**config.mk**
```make
export PLATFORM = sky130hd
export DESIGN_NAME = lcd_bus_sink
export DESIGN_NICKNAME = d
export VERILOG_FILES = /design/src/rtl/lcd_pkg.sv /design/src/rtl/lcd_ddram.sv /design/src/rtl/lcd_bus_sink.sv
export SDC_FILE = /design/constraint.sdc
export NUM_CORES = 1
export LEC_CHECK = 0
export BUFFER_PORTS_ARGS = -buffer_cell sky130_fd_sc_hd__buf_2
export CORE_MARGIN = 4
export CORE_UTILIZATION = 40
export DETAILED_ROUTE_END_ITERATION = 10
export HOLD_SLACK_MARGIN = 0.1
export PLACE_DENSITY = 0.54
export SLEW_MARGIN = 0
export SYNTH_ARGS = -nofsm -noshare
export SYNTH_HDL_FRONTEND = slang
export SYNTH_HIERARCHICAL = 1
export SYNTH_SLANG_ARGS = --single-unit
```
**constraint.sdc**
```tcl
create_clock -name clk -period 10.22 [get_ports clk]
set_input_delay 2.044 -clock clk [delete_from_list [all_inputs] [get_ports clk]]
set_output_delay 2.044 -clock clk [all_outputs]
set_load 0.01 [all_outputs]
```
**src/rtl/lcd_pkg.sv**
```systemverilog
// Shared definitions for the HD44780-style bus responder: instruction codes,
// DDRAM geometry, character constants and address helpers.
package lcd_pkg;

  localparam logic [7:0] CMD_CLR       = 8'h01;
  localparam logic [7:0] CMD_HOME      = 8'h02;
  localparam logic [7:0] CMD_ENTRY     = 8'h04;
  localparam logic [7:0] CMD_DISP      = 8'h08;
  localparam logic [7:0] CMD_SHIFT     = 8'h10;
  localparam logic [7:0] CMD_FUNC      = 8'h20;
  localparam logic [7:0] CMD_CGRAM     = 8'h40;
  localparam logic [7:0] CMD_SET_DDRAM = 8'h80;

  localparam logic [6:0] LINE0_BASE = 7'h00;
  localparam logic [6:0] LINE1_BASE = 7'h40;
  localparam int unsigned LINE_LEN    = 16;
  localparam int unsigned DDRAM_DEPTH = 2 * LINE_LEN;
  localparam logic [6:0] LINE0_LAST = LINE0_BASE + 7'(LINE_LEN - 1);
  localparam logic [6:0] LINE1_LAST = LINE1_BASE + 7'(LINE_LEN - 1);

  localparam logic [7:0] SPACE = 8'h20;
  localparam logic [7:0] DEG   = 8'hDF;

  typedef enum logic [3:0] {
    INS_NOP,
    INS_CLR,
    INS_HOME,
    INS_ENTRY,
    INS_DISP,
    INS_SHIFT,
    INS_FUNC,
    INS_CGRAM,
    INS_SET_DDRAM
  } lcd_ins_e;

  typedef enum logic [1:0] {
    ST_IDLE,
    ST_CLEARING,
    ST_BUSY
  } lcd_state_e;

  // Instruction class is selected by the highest set bit of the byte.
  function automatic lcd_ins_e decode_ins(input logic [7:0] d);
    if (d[7])      return INS_SET_DDRAM;
    else if (d[6]) return INS_CGRAM;
    else if (d[5]) return INS_FUNC;
    else if (d[4]) return INS_SHIFT;
    else if (d[3]) return INS_DISP;
    else if (d[2]) return INS_ENTRY;
    else if (d[1]) return INS_HOME;
    else if (d[0]) return INS_CLR;
    else           return INS_NOP;
  endfunction

  function automatic logic addr_valid(input logic [6:0] a);
    return (a[6:4] == 3'b000) || (a[6:4] == 3'b100);
  endfunction

  function automatic logic [4:0] addr_to_idx(input logic [6:0] a);
    return (a < LINE1_BASE) ? {1'b0, a[3:0]} : {1'b1, a[3:0]};
  endfunction

  function automatic logic [6:0] cursor_step(input logic [6:0] a, input logic inc);
    if (inc) begin
      if (a == LINE0_LAST)      return LINE1_BASE;
      else if (a == LINE1_LAST) return LINE0_BASE;
      else                      return a + 7'd1;
    end else begin
      if (a == LINE1_BASE)      return LINE0_LAST;
      else if (a == LINE0_BASE) return LINE1_LAST;
      else                      return a - 7'd1;
    end
  endfunction

endpackage

```
**src/rtl/lcd_ddram.sv**
```systemverilog
// 32x8 DDRAM shadow: one write port, one registered read port, resets to spaces.
module lcd_ddram
  import lcd_pkg::*;
(
  input  logic       clk,
  input  logic       rst,
  input  logic       i_we,
  input  logic [4:0] i_wr_idx,
  input  logic [7:0] i_wr_data,
  input  logic [4:0] i_rd_idx,
  output logic [7:0] o_rd_data
);

  logic [7:0] r_mem [DDRAM_DEPTH];
  logic [7:0] r_rd_data;

  always_ff @(posedge clk or posedge rst) begin
    if (rst) begin
      for (int unsigned i = 0; i < DDRAM_DEPTH; i++) r_mem[i] <= SPACE;
      r_rd_data <= SPACE;
    end else begin
      if (i_we) r_mem[i_wr_idx] <= i_wr_data;
      r_rd_data <= r_mem[i_rd_idx];
    end
  end

  assign o_rd_data = r_rd_data;

endmodule

```
**src/rtl/lcd_bus_sink.sv**
```systemverilog
// HD44780-style LCD bus responder: decodes controller transactions on the falling
// edge of en, executes the instruction subset and keeps a 2x16 DDRAM shadow.
module lcd_bus_sink
  import lcd_pkg::*;
#(
  parameter int unsigned CLR_BUSY = 0,
  parameter int unsigned CMD_BUSY = 0
) (
  input  logic       clk,
  input  logic       rst,
  input  logic       en,
  input  logic       rs,
  input  logic       wr,
  input  logic [7:0] lcd_data,
  input  logic [4:0] rd_addr,
  output logic [7:0] rd_data,
  output logic       char_wr,
  output logic [4:0] char_idx,
  output logic [7:0] char_val,
  output logic [6:0] cursor_addr,
  output logic       disp_on,
  output logic       cursor_on,
  output logic       blink_on,
  output logic       busy,
  output logic       last_wr,
  output logic       overrun,
  output logic       bad_addr
);

  logic       r_en_q, r_rs_q, r_wr_q;
  logic [7:0] r_data_q;

  lcd_state_e r_state, w_state_nx;
  logic [31:0] r_cnt, w_cnt_nx;
  logic [4:0]  r_clr_idx, w_clr_idx_nx;
  logic [6:0]  r_cursor, w_cursor_nx;
  logic        r_inc, w_inc_nx;
  logic        r_disp, w_disp_nx, r_cur_on, w_cur_on_nx, r_blink, w_blink_nx;
  logic        r_char_wr, w_char_wr_nx;
  logic [4:0]  r_char_idx, w_char_idx_nx;
  logic [7:0]  r_char_val, w_char_val_nx;
  logic        r_last_wr, w_last_wr_nx;
  logic        r_overrun, w_overrun_nx;
  logic        r_bad_addr, w_bad_addr_nx;

  logic       w_fall;
  lcd_ins_e   w_ins;
  logic       w_go_busy;
  logic       w_we;
  logic [4:0] w_wr_idx;
  logic [7:0] w_wr_data;

  assign w_fall = r_en_q & ~en;
  assign w_ins  = decode_ins(r_data_q);

  always_comb begin
    w_state_nx    = r_state;
    w_cnt_nx      = r_cnt;
    w_clr_idx_nx  = r_clr_idx;
    w_cursor_nx   = r_cursor;
    w_inc_nx      = r_inc;
    w_disp_nx     = r_disp;
    w_cur_on_nx   = r_cur_on;
    w_blink_nx    = r_blink;
    w_char_wr_nx  = 1'b0;
    w_char_idx_nx = r_char_idx;
    w_char_val_nx = r_char_val;
    w_last_wr_nx  = r_last_wr;
    w_overrun_nx  = r_overrun;
    w_bad_addr_nx = r_bad_addr;
    w_go_busy     = 1'b0;
    w_we          = 1'b0;
    w_wr_idx      = r_clr_idx;
    w_wr_data     = SPACE;

    unique case (r_state)
      ST_IDLE: begin
        if (w_fall) begin
          w_last_wr_nx = r_wr_q;
          w_go_busy    = 1'b1;
          if (r_rs_q) begin
            if (addr_valid(r_cursor)) begin
              w_we          = 1'b1;
              w_wr_idx      = addr_to_idx(r_cursor);
              w_wr_data     = r_data_q;
              w_char_wr_nx  = 1'b1;
              w_char_idx_nx = addr_to_idx(r_cursor);
              w_char_val_nx = r_data_q;
              w_cursor_nx   = cursor_step(r_cursor, r_inc);
            end else begin
              w_bad_addr_nx = 1'b1;
            end
          end else begin
            unique case (w_ins)
              INS_NOP: w_go_busy = 1'b0;
              INS_CLR: begin
                w_go_busy    = 1'b0;
                w_state_nx   = ST_CLEARING;
                w_clr_idx_nx = '0;
              end
              INS_HOME:  w_cursor_nx = LINE0_BASE;
              INS_ENTRY: w_inc_nx = r_data_q[1];
              INS_DISP: begin
                w_disp_nx   = r_data_q[2];
                w_cur_on_nx = r_data_q[1];
                w_blink_nx  = r_data_q[0];
              end
              // d[3]=1 selects a display shift, which the shadow does not model.
              INS_SHIFT: if (!r_data_q[3]) w_cursor_nx = cursor_step(r_cursor, r_data_q[2]);
              INS_FUNC, INS_CGRAM: ;
              INS_SET_DDRAM: begin
                if (addr_valid(r_data_q[6:0])) w_cursor_nx = r_data_q[6:0];
                else                           w_bad_addr_nx = 1'b1;
              end
              default: ;
            endcase
          end
          if (w_go_busy && (CMD_BUSY != 0)) begin
            w_state_nx = ST_BUSY;
            w_cnt_nx   = 32'(CMD_BUSY - 1);
          end
        end
      end
      ST_CLEARING: begin
        if (w_fall) w_overrun_nx = 1'b1;
        w_we      = 1'b1;
        w_wr_idx  = r_clr_idx;
        w_wr_data = SPACE;
        if (r_clr_idx == 5'(DDRAM_DEPTH - 1)) begin
          w_cursor_nx = LINE0_BASE;
          w_inc_nx    = 1'b1;
          if (CLR_BUSY != 0) begin
            w_state_nx = ST_BUSY;
            w_cnt_nx   = 32'(CLR_BUSY - 1);
          end else begin
            w_state_nx = ST_IDLE;
          end
        end else begin
          w_clr_idx_nx = r_clr_idx + 5'd1;
        end
      end
      ST_BUSY: begin
        if (w_fall) w_overrun_nx = 1'b1;
        if (r_cnt == '0) w_state_nx = ST_IDLE;
        else             w_cnt_nx = r_cnt - 32'd1;
      end
      default: w_state_nx = ST_IDLE;
    endcase
  end

  always_ff @(posedge clk or posedge rst) begin
    if (rst) begin
      r_en_q     <= 1'b0;
      r_rs_q     <= 1'b0;
      r_wr_q     <= 1'b0;
      r_data_q   <= '0;
      r_state    <= ST_IDLE;
      r_cnt      <= '0;
      r_clr_idx  <= '0;
      r_cursor   <= LINE0_BASE;
      r_inc      <= 1'b1;
      r_disp     <= 1'b0;
      r_cur_on   <= 1'b0;
      r_blink    <= 1'b0;
      r_char_wr  <= 1'b0;
      r_char_idx <= '0;
      r_char_val <= '0;
      r_last_wr  <= 1'b0;
      r_overrun  <= 1'b0;
      r_bad_addr <= 1'b0;
    end else begin
      r_en_q     <= en;
      r_rs_q     <= rs;
      r_wr_q     <= wr;
      r_data_q   <= lcd_data;
      r_state    <= w_state_nx;
      r_cnt      <= w_cnt_nx;
      r_clr_idx  <= w_clr_idx_nx;
      r_cursor   <= w_cursor_nx;
      r_inc      <= w_inc_nx;
      r_disp     <= w_disp_nx;
      r_cur_on   <= w_cur_on_nx;
      r_blink    <= w_blink_nx;
      r_char_wr  <= w_char_wr_nx;
      r_char_idx <= w_char_idx_nx;
      r_char_val <= w_char_val_nx;
      r_last_wr  <= w_last_wr_nx;
      r_overrun  <= w_overrun_nx;
      r_bad_addr <= w_bad_addr_nx;
    end
  end

  lcd_ddram u_ddram (
    .clk       (clk),
    .rst       (rst),
    .i_we      (w_we),
    .i_wr_idx  (w_wr_idx),
    .i_wr_data (w_wr_data),
    .i_rd_idx  (rd_addr),
    .o_rd_data (rd_data)
  );

  assign char_wr     = r_char_wr;
  assign char_idx    = r_char_idx;
  assign char_val    = r_char_val;
  assign cursor_addr = r_cursor;
  assign disp_on     = r_disp;
  assign cursor_on   = r_cur_on;
  assign blink_on    = r_blink;
  assign busy        = (r_state != ST_IDLE);
  assign last_wr     = r_last_wr;
  assign overrun     = r_overrun;
  assign bad_addr    = r_bad_addr;

endmodule

```
After elaboration in Yosys (flattened, before gate mapping)
Cells that the tools add are included.
{"block": "classes", "n_addsub": 4, "bitwise": 6, "n_reduce_logical": 22, "n_eq_ne": 27, "muxes": 62, "magnitude_cmp": 4}
{"operator": "$bwmux 256", "count": 1}
{"operator": "$mux 7", "count": 12}
{"operator": "$mux 8", "count": 7}
{"operator": "$mux 5", "count": 9}
{"operator": "$bmux 8 s5", "count": 1}
{"operator": "$demux 8 s5", "count": 1}
{"operator": "$logic_not 32->1", "count": 1}
{"operator": "$sub 32x1->32 const B", "count": 1}
{"operator": "$pmux 7 s3", "count": 1}
{"operator": "$reduce_and 5->1", "count": 4}
{"operator": "$eq 7x7->1 const B", "count": 2}
{"operator": "$mux 2", "count": 7}
{"operator": "$ne 2x2->1 const B", "count": 7}
{"operator": "$pmux 7 s2", "count": 1}
{"operator": "$mux 1", "count": 13}
{"operator": "$ge 6x6->1 const B", "count": 2}
{"operator": "$mux 3", "count": 4}
{"operator": "$not 5->6", "count": 2}
{"operator": "$pmux 5 s2", "count": 1}
{"operator": "$eq 4x2->1 const B", "count": 2}
{"operator": "$eq 4x3->1 const B", "count": 2}
{"operator": "$ne 4x4->1 const B", "count": 2}
{"operator": "$reduce_and 4->1", "count": 2}
{"operator": "$add 7x1->7 const B", "count": 1}
{"operator": "28 further kinds", "count": 39}
{"block": "totals", "input_bits": 18, "register_bits": 342}

Longest topological paths before layout
Gate-level depths: netlist of the first run.
{"block": "logic_depth", "word_depth": 13, "mapped_depth": 11, "mapped_depth_nobuf": 8}

Modules after synthesis
Netlist of the first run, hierarchy kept.
{"mod": "lcd_ddram", "area_per_inst_um2": 11912.7, "seq_area_each_um2": 6647.6, "cells_each": 708, "instances": 1}
{"mod": "lcd_bus_sink", "area_per_inst_um2": 2416.1, "seq_area_each_um2": 1127.3, "cells_each": 247, "instances": 1}

Least setup slack after synthesis of the first run
Ideal clock, no wire load.
{"block": "synth_timing", "path_type": "input to register", "startpoint": "in en", "endpoint": "reg u_ddram/r_mem[24] (netlist bit)", "arrival_ns": 4.258, "setup_time_ns": 0.125, "setup_slack_ns": 5.837, "stages": 10, "t_required_ns": 10.095, "path_cell_list": "nor3b_2 nand3_1 buf_2 buf_1 nand2_1 nand2_1 or3b_2 clkbuf_1 nor2_2 mux2_2"}
{"block": "synth_via", "elab_chain_cells": 10}
{"item": "start: declaration", "line_no": "lcd_bus_sink.sv:11", "rtl": "input logic en,"}
{"item": "$not 1->1 (*)", "line_no": "lcd_bus_sink.sv:53", "rtl": "assign w_fall = r_en_q & ~en;"}
{"item": "$and 1x1->1 (*)", "line_no": "lcd_bus_sink.sv:53"}
{"item": "$mux 5 (*)", "line_no": "lcd_bus_sink.sv:78", "rtl": "if (w_fall) begin"}
{"item": "$mux 5 (*)", "line_no": "lcd_bus_sink.sv:76", "rtl": "unique case (r_state)"}
{"item": "via w_wr_idx[1]", "line_no": "lcd_bus_sink.sv:50", "rtl": "logic [4:0] w_wr_idx;"}
{"item": "$not 5->6 (not written as such) (*)", "line_no": "lcd_ddram.sv:22", "rtl": "if (i_we) r_mem[i_wr_idx] <= i_wr_data;"}
{"item": "$ge 6x6->1 (not written as such) or $lt 6x1->1 (tied branches)", "line_no": "lcd_ddram.sv:22"}
{"item": "$logic_and 1x1->1 (not written as such)", "line_no": "lcd_ddram.sv:22"}
{"item": "$mux 8 (not written as such)", "line_no": "lcd_ddram.sv:22"}
{"item": "$demux 8 s5 (*)", "line_no": "lcd_ddram.sv:22"}
{"item": "$bwmux 256 (*)", "line_no": "lcd_ddram.sv:22"}
{"item": "end signal: indexed assignment", "line_no": "lcd_ddram.sv:22"}
{"item": "end: declaration", "line_no": "lcd_ddram.sv:14", "rtl": "logic [7:0] r_mem [DDRAM_DEPTH];"}
The timed path passes the listed nets; every way through them passes the cells marked *.
A chain may end at the register's enable or synchronous reset.

Worst setup path after layout of the first run
{"block": "layout_timing", "startpoint": "in en", "endpoint": "reg u_ddram/r_mem[172] (netlist bit)"}
Same word-level chain as after synthesis.

==> results.md, run 1 <==
* Synth async-reset ratio at 100%
* Most frequent cells after synthesis: dfrtp_1, mux2_2, mux4_2, nand2_1, clkbuf_1
* CP Class: input pin to flip-flop
* Hold WS at 0.451 ns
* Die Height at 197 um
* CP arrival at 5.50 ns
* Hold_buf cts at 0
* Critical Path Source: en
* Lkg Pwr at 7.53 nW
* Hold Path Class: flip-flop to flip-flop
* Synth Area per Inst at 15.0 um2
* Worst R2R Start: r_rs_q$_DFF_PP0_
* Hold Fails Final Rpt at 0
* Global-route wire length before repair at 53000 um
* Crit. End Element: flip-flop
* Layout cells sized above 1 at 51.2%
* Reg-to-reg endpoint: u_ddram/r_mem[172]$_DFFE_PP0P_
* Remaining Overflow, GRT at 0
* Via/cell ratio at 5.54
* Placed Instance Area at 14900 um2
* Clock root buffer: clkbuf_16
* Maximum clock frequency at 196 MHz
* Mapped Cells at 955
* Pins over their slew limit at 0
* Peak VDD IR at 153 uV
* Post-synth EDFFs at 0
* Status: finished clean
* Final ANT Viol Nets at 0
* Setup crit start kind: input pin
* Final Total Pwr at 0.00301 W
* Post-synth top area share at 48.0%
* Max Buffers Root-to-Sink at 3
* Drt initial violations at 351
* Net count, final at 1009
* Area growth syn-to-layout at 12.1%
* IO Port Bufs at 53
* Max-slew headroom at 28.3%
* # rows at 69
* Final instance area at 16100 um2
* CP max FO at 20
* Sequential fraction of the synthesis area at 54.3%
* Worst setup endpoint: u_ddram/r_mem[172]$_DFFE_PP0P_
* Clk sinks at 309
* Synth Cell Area at 14300 um2
* Total CTS buffers at 36
* Final period utilization at 50.0%
* IO Count at 54
* Worst path required time at 10.61 ns
* Number of detailed-route iterations in the first pass at 4
* Overall Global Routing Usage at 17.6%
* Yosys cell types at 62
* Top-count cell post-synth: dfrtp_1
* Yosys top cell by area: dfrtp_1
* P per Cell Area at 187 nW/um2
* Synth warnings at 6
* Max cap viols at 0
* Post-cts repair resize count at 0
* Synth area leaders: dfrtp_1, mux2_2, mux4_2, dfstp_2, nand2_1
* Routed length per instance at 23.0 um
* Final TNS setup at 0 ns
* Chip width at 197 um
* Die area at 38900 um2
* Antenna Cells at 0
* Drt drc at 0
* Antenna violations before repair at 0
* Clk_skew at 0.0199 ns
* Reg clk slew, reported paths at 0.06 ns
* Worst hold stages at 1
* Final min period at 5.11 ns
* Vias in the first global route at 8422
* Syn_nets at 977
* Worst slew pin tran at 1.08 ns
* # Post-CTS Setup Buffers at 0
* CTS tree: built
* Via Count at 8173
* Unrepaired setup endpoints after global routing: no
* H-tree depth at 2
* Largest net degree at the start of global routing at 145
* Yosys reg bits at 309
* Routed Wire Length at 33900 um
* Cell count of the worst reg-to-reg path at 7
* Routability congestion estimate at 0.755
* Synth Flop Type: dfrtp_1
* Post-detail-place hpwl at 21100 um
* Initial Util at 40.4%
* Core area at 35500 um2
* Slack of the worst reg-to-reg path at 6.07 ns
* Skew-Pair Late Insertion Delay at 0.52 ns
* Finish-stage setup viols at 0
-- per-layer routing --
| layer | global-route usage, % | part of all wire [%] | vias up |
|---|---|---|---|
| met3 | 2.78 | 3.8 | 43 |
| met5 | 0 | 0 | - |
| met4 | 3.49 | 1.6 | 0 |
| met1 | 26.9 | 49 | 4367 |
| li1 | - | - | 3614 |
| met2 | 27.0 | 46 | 149 |
-- kinds of logic (layout without fill, tap and decap cells) --
logic type,count (synthesis),after routing,synth area share [%]
simple gates,143,143,5.23
compound gates,63,63,3.30
buf+inv,76,135,2.44
flops,309,309,54.3
fa+ha+maj,4,4,0.349
xor+xnor,7,7,0.428
mux,353,353,34.0
-- cell type report --
class                      count  area, um2
inverter                       8       37.5
timing repair buffer          62        348
tap                          461        577
clock buffer                  59       1070
clock inverter                 6       37.5
fill                        3159      19400
multi-input combinational    570       6210
sequential                   309       7770
-- worst min path at each step --
| stage | startpoint | end | slack (ns) |
|---|---|---|---|
| detailed placement | overrun$_DFFE_PP0P_ | overrun$_DFFE_PP0P_ | 0.44 |
| floorplan | r_wr_q$_DFF_PP0_ | last_wr$_DFFE_PP0P_ | 0.45 |
| CTS | overrun$_DFFE_PP0P_ | overrun$_DFFE_PP0P_ | 0.46 |
| global placement | overrun$_DFFE_PP0P_ | overrun$_DFFE_PP0P_ | 0.44 |
| global route | overrun$_DFFE_PP0P_ | overrun$_DFFE_PP0P_ | 0.49 |
| finish | overrun$_DFFE_PP0P_ | overrun$_DFFE_PP0P_ | 0.45 |
-- flip-flops by register name, summed over array words and instances, names as in the netlist --
register           count
r_en_q                 1
char_wr                1
u_ddram/r_mem        256
cursor_on              1
r_rs_q                 1
blink_on               1
last_wr                1
r_wr_q                 1
r_state                1
r_inc                  1
char_idx               5
cursor_addr            7
bad_addr               1
overrun                1
char_val               8
r_data_q               8
disp_on                1
r_clr_idx              5
u_ddram/o_rd_data      8
-- metrics by stage --
step / worst slack, ns / cells / utilization [%]
after floorplan: 0.962 / 955 / -
after global placement: 4.67 / 1410 / 42.1
after detailed placement: 4.60 / 1410 / 42.1
after CTS: 5.16 / 1475 / 45.2
after global routing: 4.81 / 1475 / 45.2
final: 5.11 / 1475 / 45.2
-- layout by cell type (no fill, tap or decap), drive strengths merged, types with 8 or more instances in the layout --
cell,instances
a21o,10
nand2,56
inv,10
mux2,269
o21ai,13
dfrtp,275
buf,62
nand3,11
nor2,25
mux4,80
dfstp,34
nor3b,8
clkbuf,59
a21oi,10
-- critical path, stage by stage --
cell and delay [ns]:
buf_2 0.13, nor3b_2 0.27, nand3_1 0.68, inv_2 0.47
nand2_1 0.12, nand2_1 0.23, nor3b_1 0.64, nand2_1 0.50
mux2_2 0.41
-- report_power, final --
| part | internal [W] | total (W) | leakage (nW) | switching, W |
|---|---|---|---|---|
| combinational | 0.000178 | 0.000402 | 2.87 | 0.000224 |
| clock | 0.000714 | 0.00120 | 0.543 | 0.000485 |
| sequential | 0.00131 | 0.00141 | 4.12 | 0.0000992 |
| total | 0.00220 | 0.00301 | 7.53 | 0.000808 |
No activity file was read; power rests on OpenSTA's default activity.
==> inputs of run 2 (changes only) <==
clock period = 4.8 ns   (was 10.22 ns; I/O delays follow)
==> run 2 against run 1 <==
First-iteration DRC count is 28% higher. Sequential power grew 110%. Register-to-register slack lost 5.0 ns. Cell count rose by 1.1%. Critical endpoint is now u_ddram/r_mem[217]$_DFFE_PP0P_.
==> results.md, run 2 (same netlist as run 1, synthesis figures left out) <==
* Max-slew headroom at 35.5% (+7.1 points)
* Top reg by flops: u_ddram/r_mem
* Worst R2R Start: r_rs_q$_DFF_PP0_
* CTS tree: built
* Slack of the worst reg-to-reg path at 1.07 ns (-5.00 ns)
* Worst path required time at 5.19 ns (-5.42 ns)
* Post-cts repair resize count at 0 (unchanged)
* # rows at 69 (unchanged)
* CP Class: flip-flop to flip-flop
* CP top delay family: simple AND/OR/NAND/NOR gates
* CP arrival at 4.12 ns (-1.38 ns)
* Final TNS setup at 0 ns (unchanged)
* Worst slew pin tran at 0.968 ns (-0.107 ns)
* Critical Path Max Stage Delay at 0.82 ns (+0.14 ns)
* Cell count of the worst reg-to-reg path at 7 (unchanged)
* Via/cell ratio at 5.54 (about the same)
* IO Count at 54 (unchanged)
* Hold Path Class: flip-flop to flip-flop
* Critical Path Most Common Cell: nand2_1
* Critical path's slowest cell: dfrtp_1
* Maximum clock frequency at 268 MHz
* Internal power at 0.00479 W (+120%)
* P_sw at 0.00174 W (+120%)
* Worst hold stages at 1 (unchanged)
* CP max FO at 23 (+15%)
* Global-route wire length before repair at 54400 um (+2.6%)
* PnR worst setup slack at 1.07 ns (-4.04 ns)
* Vias in the first global route at 8709 (+3.4%)
* Skew-Pair Late Insertion Delay at 0.52 ns (about the same)
* Post-detail-place hpwl at 21900 um (+4.1%)
* Hold Fails Final Rpt at 0 (unchanged)
* Pins over their slew limit at 0 (unchanged)
* Max Buffers Root-to-Sink at 3 (unchanged)
* Die Height at 197 um (unchanged)
* Antenna violations before repair at 0 (unchanged)
* Net count, final at 1025 (+1.6%)
* Layout cells sized above 1 at 51.9% (+0.76 points)
* Final min period at 3.73 ns
* Seq pwr share at 45.8% (-1.0 points)
* Peak VDD IR at 251 uV (+64%)
* Overall Global Routing Usage at 18.0% (+0.41 points)
* Total CTS buffers at 36 (unchanged)
* Commonest non-fill, non-tap cell in the layout: dfrtp_1
* Setup crit start kind: flip-flop
* CP Cell Sequence: nand3_1 -> inv_2 -> nand2_1 -> nand2_1 -> nor3b_1 -> nand2_1 -> mux2_2
* Max FFs per register at 256 (unchanged)
* H-tree depth at 2 (unchanged)
* Max cap viols at 0 (unchanged)
* Switching share of power at 26.6% (-0.21 points)
* Clk sinks at 309 (unchanged)
* Clk_skew at 0.0261 ns (+0.00616 ns)
* Filler instances at 3141 (-0.57%)
* Crit. End Element: flip-flop
* Routed Wire Length at 34300 um (+1.0%)
* Lkg Pwr at 7.64 nW (+1.5%)
* Largest net degree at the start of global routing at 132 (-9.0%)
* Final Total Pwr at 0.00654 W (+120%)
* Area growth syn-to-layout at 13.5%
* Core area at 35500 um2 (unchanged)
* Routability congestion estimate at 0.768 (+1.7%)
* Chip width at 197 um (unchanged)
* Place WS at 0.601 ns (-4.00 ns)
* Status: finished clean
* Final ANT Viol Nets at 0 (unchanged)
* Routed length per instance at 23.0 um (about the same)
* Most frequent cells in the layout: dfrtp_1, mux2_2, mux4_2
* IO Port Bufs at 53 (unchanged)
* Clock root buffer: clkbuf_16
* Reg-to-reg endpoint: u_ddram/r_mem[217]$_DFFE_PP0P_
* CP bufs+invs at 1 (-1)
* # Post-CTS Setup Buffers at 0 (unchanged)
* Hold EP: overrun$_DFFE_PP0P_
* Antenna Cells at 0 (unchanged)
* Comb pwr share at 13.2% (-0.2 points)
* Die area at 38900 um2 (unchanged)
* Drt drc at 0 (unchanged)
* Via Count at 8267 (+1.2%)
* Number of detailed-route iterations in the first pass at 5 (+1)
* Drt initial violations at 449 (+28%)
* Initial Util at 40.4% (unchanged)
* Hold_buf cts at 0 (unchanged)
* Finish-stage setup viols at 0 (unchanged)
* Hold_sp: overrun$_DFFE_PP0P_
* Clock power frac at 41.0% (+1.2 points)
* Reg clk slew, reported paths at 0.06 ns (about the same)
* Final period utilization at 77.7%
* Unrepaired setup endpoints after global routing: no
* Remaining Overflow, GRT at 0 (unchanged)
* P per Cell Area at 402 nW/um2 (+110%)
## run 2: cell count changes in the layout (fill, tap and decap cells not counted), sizes merged
cell | previous run | this run
clkbuf | 59 | 58
bufinv | 0 | 1
clkinvlp | 0 | 1
inv | 10 | 8
clkinv | 4 | 5
buf | 62 | 78
## run 2: final cells by class
cell class	instances	area [um2]	share of cell area, %
timing repair buffer	78	493	3.03
inverter	8	33.8	0.208
sequential	309	7770	47.8
clock buffer	58	1100	6.74
clock inverter	7	75.1	0.462
multi-input combinational	570	6210	38.2
tap	461	577	3.55
## run 2: power groups by stage
stage	sequential (W)	clock, W	combinational, W
after floorplan	0.00297	0	0.000641
after global placement	0.00304	0	0.000870
after detailed placement	0.00304	0	0.000879
after CTS	0.00299	0.00276	0.000881
after global routing	0.00302	0.00288	0.000967
final	0.00299	0.00268	0.000862
## run 2: worst max-delay path by stage
| stage | cells after the start | slack, ns | start | to |
|---|---|---|---|---|
| floorplan | 1 | 0.38 | rst | u_ddram/o_rd_data[0]$_DFF_PP0_ |
| global placement | 9 | 0.67 | en | u_ddram/r_mem[223]$_DFFE_PP0P_ |
| detailed placement | 9 | 0.60 | en | u_ddram/r_mem[222]$_DFFE_PP0P_ |
| CTS | 8 | 1.02 | r_state[0]$_DFFE_PP0P_ | u_ddram/r_mem[222]$_DFFE_PP0P_ |
| global route | 7 | 0.67 | r_rs_q$_DFF_PP0_ | u_ddram/r_mem[177]$_DFFE_PP0P_ |
| finish | 7 | 1.07 | r_rs_q$_DFF_PP0_ | u_ddram/r_mem[217]$_DFFE_PP0P_ |
## run 2: per-stage QoR
step	instance area [um2]	util, %	hold WS [ns]	std cells
finish	16300	45.8	0.464	1491
global route	16300	45.8	0.497	1491
CTS	16300	45.8	0.465	1491
detailed placement	15100	42.5	0.442	1426
global placement	15100	42.5	0.443	1426
floorplan	14300	-	0.454	955
## run 2: routing by layer
layer  routed length (um)  vias to the layer above  share of wire [%]  global-route usage [%]
met4                  514                        0                1.5                    3.85
met2                15900                      151                 46                    28.0
met5                    0                        -                  0                       0
met3                 1300                       39                3.8                    2.71
li1                     -                     3660                  -                       -
met1                16500                     4417                 48                    27.2
==> inputs of run 3 (changes only) <==
clock period = 3.6 ns   (was 4.8 ns; I/O delays follow)
==> run 3 against run 2 <==
Utilization increased by 0.52 points. Via count increased by 0.17%. Largest power group unchanged. Clock skew shrank 0.014 ns. Sequential cell count did not move. Maximum frequency grew 15%. Critical path depth increased by 1. Setup slack got worse by 0.71 ns. Register-to-register slack worse by 0.71 ns. First-iteration DRC count increased by 10%. Combinational power is 44% higher. Clock power increased by 35%. Routed wire length fell by 0.37%.
==> results.md, run 3 (same netlist as run 1, synthesis figures left out) <==
* Commonest non-fill, non-tap cell in the layout: dfrtp_1
* Total CTS buffers at 36 (unchanged)
* IO Port Bufs at 53 (unchanged)
* Die area at 38900 um2 (unchanged)
* CTS tree: built
* Chip width at 197 um (unchanged)
* Lkg Pwr at 7.75 nW (+1.4%)
* Max Buffers Root-to-Sink at 3 (unchanged)
* Crit. End Element: flip-flop
* Via Count at 8281 (+0.17%)
* Worst path required time at 3.99 ns (-1.20 ns)
* Clk sinks at 309 (unchanged)
* Routed length per instance at 22.7 um (-1.4%)
* Remaining Overflow, GRT at 0 (unchanged)
* Global-route wire length before repair at 54800 um (+0.75%)
* Worst setup endpoint: u_ddram/r_mem[172]$_DFFE_PP0P_
* Maximum clock frequency at 308 MHz (+15%)
* Clock root buffer: clkbuf_16
* Critical Path Source: cursor_addr[4]$_DFFE_PP0P_
* Worst slew pin tran at 0.928 ns (-0.0406 ns)
* CP max FO at 14 (-39%)
* Finish-stage setup viols at 0 (unchanged)
* Drt drc at 0 (unchanged)
* Reg-to-reg endpoint: u_ddram/r_mem[172]$_DFFE_PP0P_
* Largest net degree at the start of global routing at 80 (-39%)
* Final min period at 3.25 ns (-0.485 ns)
* Clk_skew at 0.0119 ns (-0.0142 ns)
* Cell count of the worst reg-to-reg path at 8 (+1)
* CP top delay family: simple AND/OR/NAND/NOR gates
* Routability congestion estimate at 0.807 (+5.0%)
* Skew-Pair Late Insertion Delay at 0.51 ns (about the same)
* Die Height at 197 um (unchanged)
* Area growth syn-to-layout at 14.7%
* Hold Path Class: input pin to asynchronous set/reset pin
* Critical Path Max Stage Delay at 0.71 ns (-0.11 ns)
* Hold Fails Final Rpt at 0 (unchanged)
* Final instance area at 16400 um2 (+1.1%)
* Worst R2R Start: cursor_addr[4]$_DFFE_PP0P_
* Layout cells sized above 1 at 53.0% (+1.1 points)
* CP arrival at 3.64 ns (-0.48 ns)
* Antenna violations before repair at 0 (unchanged)
* CP bufs+invs at 1 (unchanged)
* Overall Global Routing Usage at 18.0% (about the same)
* Max cap viols at 0 (unchanged)
* Routed Wire Length at 34100 um (-0.37%)
* Pins over their slew limit at 0 (unchanged)
* Vias in the first global route at 8742 (+0.38%)
* Via/cell ratio at 5.50 (-0.83%)
* WP depth at 8 (+1)
* Status: finished clean
* Critical path's slowest cell: nor3b_1
* Final Total Pwr at 0.00880 W (+35%)
* # Post-CTS Setup Buffers at 0 (unchanged)
* Post-detail-place hpwl at 22300 um (+1.8%)
* Peak VDD IR at 351 uV (+40%)
* Drt initial violations at 495 (+10%)
* Final period utilization at 90.1% (+12 points)
* Post-cts repair resize count at 0 (unchanged)
* Antenna Cells at 0 (unchanged)
* Slack of the worst reg-to-reg path at 0.35 ns (-0.71 ns)
* Reg clk slew, reported paths at 0.06 ns (about the same)
* CP Cell Sequence: nor2_1 -> nand3_1 -> inv_2 -> nand2_1 -> nand2_1 -> nor3b_1 -> nand2_1 -> mux2_2
* Core area at 35500 um2 (unchanged)
* Unrepaired setup endpoints after global routing: no
* Net count, final at 1039 (+1.4%)
* Hold_buf cts at 0 (unchanged)
* Max-slew headroom at 38.1% (+2.6 points)
* Top reg by flops: u_ddram/r_mem
* Most frequent cells in the layout: dfrtp_1, mux2_2, mux4_2
* Critical Path Most Common Cell: nand2_1
* IO Count at 54 (unchanged)
* Setup crit start kind: flip-flop
* Number of detailed-route iterations in the first pass at 4 (-1)
* P per Cell Area at 535 nW/um2 (+33%)
* Placed Instance Area at 15200 um2 (+1.0%)
* H-tree depth at 2 (unchanged)
* Max FFs per register at 256 (unchanged)
* CP Class: flip-flop to flip-flop
* Initial Util at 40.4% (unchanged)
* Final ANT Viol Nets at 0 (unchanged)
* # rows at 69 (unchanged)
[run 3: cell types whose count changed in the layout (fill, tap and decap cells not counted), sizes merged]
cell	change
clkinvlp	+1
buf	+14
clkinv	-1
inv	+1
[run 3: area by class of cell]
class	count	area [um2]
well taps	461	577
flip-flops and latches	309	7770
repair buffers	92	648
multi-input cells	570	6210
clock inverters	8	75.1
fillers	3131	19000
clock buffers	58	1120
inverters	8	33.8
[run 3: per-stage QoR]
stage	std cells	util, %	setup slack, ns	hold slack [ns]	TNS [ns]
after CTS	1506	46.3	0.408	0.192	0
after detailed placement	1440	43.0	0.0584	0.441	0
after floorplan	955	-	-0.577	0.454	-133.19
after global routing	1506	46.3	0.103	0.208	0
after global placement	1440	43.0	0.137	0.438	0
final	1506	46.3	0.355	0.214	0
[run 3: worst min-delay path by stage]
stage	start	endpoint	slack, ns	cells past startpoint
floorplan	r_wr_q$_DFF_PP0_	last_wr$_DFFE_PP0P_	0.45	1
global placement	overrun$_DFFE_PP0P_	overrun$_DFFE_PP0P_	0.44	1
detailed placement	overrun$_DFFE_PP0P_	overrun$_DFFE_PP0P_	0.44	1
CTS	rst	u_ddram/r_mem[84]$_DFFE_PP0P_	0.19	2
global route	rst	u_ddram/r_mem[84]$_DFFE_PP0P_	0.21	2
finish	rst	u_ddram/r_mem[84]$_DFFE_PP0P_	0.21	2
[run 3: metal layers]
metal | vias up | track usage [%] | wire (um)
li1 | 3676 | - | -
met1 | 4411 | 27.3 | 16300
met2 | 156 | 27.7 | 15800
met3 | 38 | 3.16 | 1510
met4 | 0 | 3.31 | 500
met5 | - | 0 | 0
[run 3: where the power goes]
part	internal, W	switching (W)	total, W
clock network	0.00221	0.00139	0.00361
registers	0.00372	0.000237	0.00396
logic	0.000545	0.000694	0.00124
